==> config.mk <==
export PLATFORM = sky130hd
export DESIGN_NAME = seg7_scan_arbiter
export DESIGN_NICKNAME = d
export VERILOG_FILES = /design/src/rtl/seg7_pkg.sv /design/src/rtl/seg7_hex_decode.sv /design/src/rtl/seg7_scan_arbiter.sv
export SDC_FILE = /design/constraint.sdc
export NUM_CORES = 1
export LEC_CHECK = 0
export ABC_AREA = 0
export CAP_MARGIN = 20
export CELL_PAD_IN_SITES_DETAIL_PLACEMENT = 1
export CELL_PAD_IN_SITES_GLOBAL_PLACEMENT = 2
export CORE_MARGIN = 2
export CORE_UTILIZATION = 29
export CTS_CLUSTER_DIAMETER = 80
export DETAILED_ROUTE_END_ITERATION = 6
export PLACE_DENSITY = 0.83
export SLEW_MARGIN = 5
export SYNTH_ARGS = -nofsm -noshare
export SYNTH_HDL_FRONTEND = slang
export SYNTH_SLANG_ARGS = --single-unit
==> constraint.sdc <==
create_clock -name clk -period 2.6 [get_ports clk]
set_clock_uncertainty 0.15 [all_clocks]
set_input_delay 0.26 -clock clk [delete_from_list [all_inputs] [get_ports clk]]
set_output_delay 0.26 -clock clk [all_outputs]
set_load 0.02 [all_outputs]
==> src/rtl/seg7_pkg.sv <==
// Shared constants for the 7-segment display blocks.
package seg7_pkg;

  localparam int unsigned NUM_DIGITS = 8;
  localparam logic [7:0]  SEG_BLANK  = 8'hFF;

  // Active-low segment patterns {dp,g,f,e,d,c,b,a}; entry 0 is the rightmost byte.
  localparam logic [15:0][7:0] SEG_TABLE = {
    8'h8E, 8'h86, 8'hA1, 8'hC6, 8'h83, 8'h88, 8'h90, 8'h80,
    8'hF8, 8'h82, 8'h92, 8'h99, 8'hB0, 8'hA4, 8'hF9, 8'hC0
  };

endpackage

==> src/rtl/seg7_hex_decode.sv <==
// Combinational hex nibble to active-low 7-segment pattern.
module seg7_hex_decode
  import seg7_pkg::*;
(
  input  logic [3:0] hex,
  output logic [7:0] seg
);

  // Table lookup; dp (bit 7) is off in every entry.
  always_comb begin
    seg = SEG_TABLE[hex];
  end

endmodule

==> src/rtl/seg7_scan_arbiter.sv <==
// 8-digit display scanner with a two-client round-robin arbiter and a frame buffer that
// only reloads at frame boundaries, so a frame is never drawn from mixed client data.
module seg7_scan_arbiter
  import seg7_pkg::*;
#(
  parameter int unsigned CLK_HZ      = 50_000_000,
  parameter int unsigned SCAN_HZ     = 1000,
  parameter int unsigned BLANK_CYC   = 8,
  parameter int unsigned HOLD_FRAMES = 16
) (
  input  logic                  clk,
  input  logic                  rst_n,
  input  logic [1:0]            req_i,
  input  logic [31:0]           data0_i,
  input  logic [31:0]           data1_i,
  output logic [1:0]            ack_o,
  output logic                  owner_o,
  output logic                  frame_start_o,
  output logic [NUM_DIGITS-1:0] sel_o,
  output logic [7:0]            seg_o
);

  localparam int unsigned DIV    = CLK_HZ / SCAN_HZ;
  localparam int unsigned CNT_W  = (DIV > 1) ? $clog2(DIV) : 1;
  localparam int unsigned HOLD_W = (HOLD_FRAMES > 0) ? $clog2(HOLD_FRAMES + 1) : 1;

  localparam logic [CNT_W-1:0]  CNT_MAX   = CNT_W'(DIV - 1);
  localparam logic [CNT_W-1:0]  BLANK_END = CNT_W'(BLANK_CYC);
  localparam logic [HOLD_W-1:0] HOLD_MAX  = HOLD_W'(HOLD_FRAMES);

  logic [CNT_W-1:0]      cnt_q, cnt_d;
  logic [2:0]            idx_q, idx_d;
  logic [HOLD_W-1:0]     hold_q, hold_d;
  logic [31:0]           frame_buf_q, frame_buf_d;
  logic                  owner_q, owner_d;
  logic [1:0]            ack_q, ack_d;
  logic                  fs_q, fs_d;
  logic [NUM_DIGITS-1:0] sel_q, sel_d;
  logic [7:0]            seg_q, seg_d;

  logic       tick;
  logic       boundary;
  logic       other;
  logic [3:0] nibble;
  logic [7:0] digit_seg;

  assign tick     = (cnt_q == CNT_MAX);
  assign boundary = tick && (idx_q == 3'd7);
  assign other    = ~owner_q;
  // Digit 0 is the most significant nibble.
  assign nibble   = frame_buf_q[{~idx_q, 2'b00} +: 4];

  seg7_hex_decode u_decode (
    .hex (nibble),
    .seg (digit_seg)
  );

  // Prescaler, digit index and boundary-only arbitration.
  always_comb begin
    cnt_d       = tick ? '0 : cnt_q + 1'b1;
    idx_d       = tick ? idx_q + 3'd1 : idx_q;
    owner_d     = owner_q;
    hold_d      = hold_q;
    frame_buf_d = frame_buf_q;
    ack_d       = 2'b00;
    fs_d        = boundary;
    if (boundary) begin
      if (req_i[other] && (!req_i[owner_q] || hold_q >= HOLD_MAX)) begin
        owner_d       = other;
        hold_d        = '0;
        frame_buf_d   = other ? data1_i : data0_i;
        ack_d[other]  = 1'b1;
      end else if (req_i[owner_q]) begin
        frame_buf_d    = owner_q ? data1_i : data0_i;
        ack_d[owner_q] = 1'b1;
        if (hold_q < HOLD_MAX) begin
          hold_d = hold_q + 1'b1;
        end
      end
    end
  end

  // Pin values for the current slot: blank gap first, then the lit digit.
  always_comb begin
    if (cnt_q < BLANK_END) begin
      sel_d = {NUM_DIGITS{1'b1}};
      seg_d = SEG_BLANK;
    end else begin
      sel_d = ~(NUM_DIGITS'(1) << idx_q);
      seg_d = digit_seg | 8'h80;
    end
  end

  // State and registered outputs, blank on reset.
  always_ff @(posedge clk or negedge rst_n) begin
    if (!rst_n) begin
      cnt_q       <= '0;
      idx_q       <= 3'd0;
      hold_q      <= '0;
      frame_buf_q <= 32'h0;
      owner_q     <= 1'b0;
      ack_q       <= 2'b00;
      fs_q        <= 1'b0;
      sel_q       <= {NUM_DIGITS{1'b1}};
      seg_q       <= SEG_BLANK;
    end else begin
      cnt_q       <= cnt_d;
      idx_q       <= idx_d;
      hold_q      <= hold_d;
      frame_buf_q <= frame_buf_d;
      owner_q     <= owner_d;
      ack_q       <= ack_d;
      fs_q        <= fs_d;
      sel_q       <= sel_d;
      seg_q       <= seg_d;
    end
  end

  assign ack_o         = ack_q;
  assign owner_o       = owner_q;
  assign frame_start_o = fs_q;
  assign sel_o         = sel_q;
  assign seg_o         = seg_q;

endmodule

==> impl_metrics.json <==
{
  "power_density_nw_per_um2": 483,
  "r2r-end": "seg_o[3]$_DFF_PN1_",
  "critical_path_class": "register to register",
  "hold_end": "frame_buf_q[22]$_DFFE_PN0P_",
  "die_y_microns": 120,
  "hold_depth": 2,
  "period_needed_ns": 2.46,
  "finalSetupViolCount": 0,
  "synth_top_area_cell": "dfrtp_1",
  "hpwl_mm": 7.26,
  "synth.most_common_cell": "dfrtp_1",
  "path_max_fanout": 7,
  "drive_gt1_frac": 0.128,
  "ant_nets": 0,
  "start_kind": "register",
  "r2r-start": "idx_q[1]$_DFFE_PN0N_",
  "yosys-top-cells-count": "dfrtp_1, nand2_1, mux2i_1, o21ai_1, nand3_1",
  "period_share": 0.947,
  "start_util": 0.295,
  "avgViaCountPerCell": 4.75,
  "synth_cell_type_count": 52,
  "grt_first_pass_wirelength_mm": 16.3,
  "finalWeightedCongestion": 0.859,
  "clock_latency_ns": 0.34,
  "critPathArrivalTime_ns": 2.54,
  "syn_area_sq_um": 3900,
  "grt_overflow": 0,
  "outcome": "completed",
  "hold_viol": 0,
  "clockRootBuffer": "clkbuf_16",
  "ys_ff_latch": 75,
  "slew_violations": 0,
  "drt_first_iter_violations": 139,
  "wl_per_cell_microns": 15.2,
  "die_w_microns": 120,
  "grt_use_met2": 0.233,
  "crit_path_end_kind": "register",
  "drcViolationCount": 0,
  "cap_violations": 0,
  "cts_made_buffers": 9,
  "antenna_found_initial": 0,
  "grt_pass1_vias": 3283,
  "grt_use_met3": 0.0276,
  "pin_count": 88,
  "fin_nets": 537,
  "synth-edff-count": 0,
  "synthCells": 367,
  "syn_area_per_cell_sq_um": 10.6,
  "whs_ns": 0.334,
  "routed_wl_mm": 9.69,
  "slew_headroom": 0.371,
  "cp_data_required_time_ns": 2.68,
  "synth_ff_type": "dfrtp_1",
  "seq_area_frac_synth": 0.487,
  "port_buffers": 86,
  "vias": 3024,
  "worstHoldStart": "frame_buf_q[22]$_DFFE_PN0P_",
  "clock-sinks": 75,
  "grt_max_degree": 76,
  "grt.busiest_layer": "met2",
  "clock.fmax_mhz": 406,
  "syn_nets": 449,
  "clk_path_buf_depth": 2,
  "final.setup.tns_ns": 0,
  "met1_usage": 0.189,
  "worstMarginPinSlew_ns": 0.944,
  "yosysWarnings": 0,
  "core_sq_um": 13200,
  "synth_area_leaders": "dfrtp_1, mux2i_1, dfstp_2, nand2_1, o21ai_1",
  "cts.clk_slew.worst_paths_ns": 0.07,
  "synth_top_area_share": 0.385,
  "diodes": 0,
  "reg2reg_depth": 6,
  "ir_worst_vdd_uv": 313,
  "rsz0062_at_grt": "false",
  "synthArstFlopShare": 1.00,
  "rows": 42,
  "power.leakage_nw": 2.27,
  "drt_pass1_iterations": 4,
  "htreeDepth": 3,
  "rrSetupSlack_ns": 0.14,
  "cts_tree": "done",
  "dieArea_sq_um": 14400,
  "hold_class": "register to register",
  "synthToLayoutAreaGrowth_pct": 36.0,
  "grt_usage": 0.143
}
## routing by layer
| layer | vias up | part of all wire |
|---|---|---|
| met4 | 0 | 0.015 |
| met3 | 13 | 0.040 |
| met5 | - | 0 |
| li1 | 1468 | - |
| met2 | 69 | 0.48 |
| met1 | 1474 | 0.47 |
## layout by cell type (no fill, tap or decap), types with 6 or more instances in the layout
cell and instances:
clkdlybuf4s50_1 85, dfrtp_1 59, nand2_1 51, mux2i_1 42
o21ai_1 38, nand3_1 17, nor2_1 16, dfstp_2 15
ha_1 14, clkbuf_16 9, inv_1 8, xor2_1 8
xnor2_1 8, buf_4 8, and3_1 6, mux4_2 6
a21oi_1 6
## stage by stage
stage	power [W]	instances	setup slack (ns)	instance area, sq um	utilization
6_report	0.00256	636	0.138	5300	0.402
5_1_grt	0.00267	636	0.0106	5300	0.402
4_1_cts	0.00260	636	0.0178	5290	0.401
3_5_place_dp	0.00138	619	0.0289	5000	0.379
3_3_place_gp	0.00138	619	0.186	5000	0.379
2_1_floorplan	0.00124	367	0.127	3900	-
## timing repair
action	in CTS	in global routing
endpoints found under the setup margin	0	3
endpoints found under the hold margin	60	0
hold buffers	1	0
gates resized for setup	0	3
setup buffers	0	0
## cell families after synthesis
family                     Yosys count  synth area share
AOI/OAI and AO/OA                   68             0.105
xor gates and xnor gates            16            0.0360
adders and majority gates           14            0.0450
buffers and inverters               29            0.0340
DFF                                 75             0.487
muxes                               51             0.151
other                                1          0.000962
and+or+nand+nor                    113             0.142
## worst max-delay path, stage by stage, from the launching register on
cell and delay, ns:
dfrtp_2 0.47, mux4_2 0.53, mux2i_1 0.25, inv_1 0.13
ha_1 0.27, a2111oi_1 0.44, a41oi_1 0.12
## flip-flops by register name, indices dropped and copies added (netlist names)
register       cells
hold_q             5
owner_o            1
frame_start_o      1
cnt_q             16
sel_o              8
ack_o              2
frame_buf_q       32
seg_o              7
idx_q              3
## power by group
group | internal (W) | switching (W) | total, W
combinational | 0.000118 | 0.0000749 | 0.000193
sequential | 0.00117 | 0 | 0.00117
clock | 0.000661 | 0.000539 | 0.00120
total | 0.00195 | 0.000614 | 0.00256
## cell type report
cell class	instances	area, sq um
Timing Repair Buffer	97	981
Sequential cell	75	1900
Clock buffer	9	225
Tap cell	176	220
Multi-Input combinational cell	263	1880
Fill cell	1469	7890
Clock inverter	7	58.8
Inverter	9	33.8
## worst max-delay path by stage
stage / startpoint / to / slack (ns) / depth (start not counted)
6_report: idx_q[1]$_DFFE_PN0N_ / seg_o[3]$_DFF_PN1_ / 0.14 / 6
5_1_grt: idx_q[1]$_DFFE_PN0N_ / seg_o[3]$_DFF_PN1_ / 0.01 / 6
4_1_cts: idx_q[1]$_DFFE_PN0N_ / seg_o[3]$_DFF_PN1_ / 0.02 / 6
3_5_place_dp: idx_q[1]$_DFFE_PN0N_ / seg_o[3]$_DFF_PN1_ / 0.03 / 6
3_3_place_gp: idx_q[1]$_DFFE_PN0N_ / seg_o[3]$_DFF_PN1_ / 0.19 / 6
2_1_floorplan: idx_q[2]$_DFFE_PN0N_ / seg_o[3]$_DFF_PN1_ / 0.13 / 7
Power figures use the tool's default switching activity.
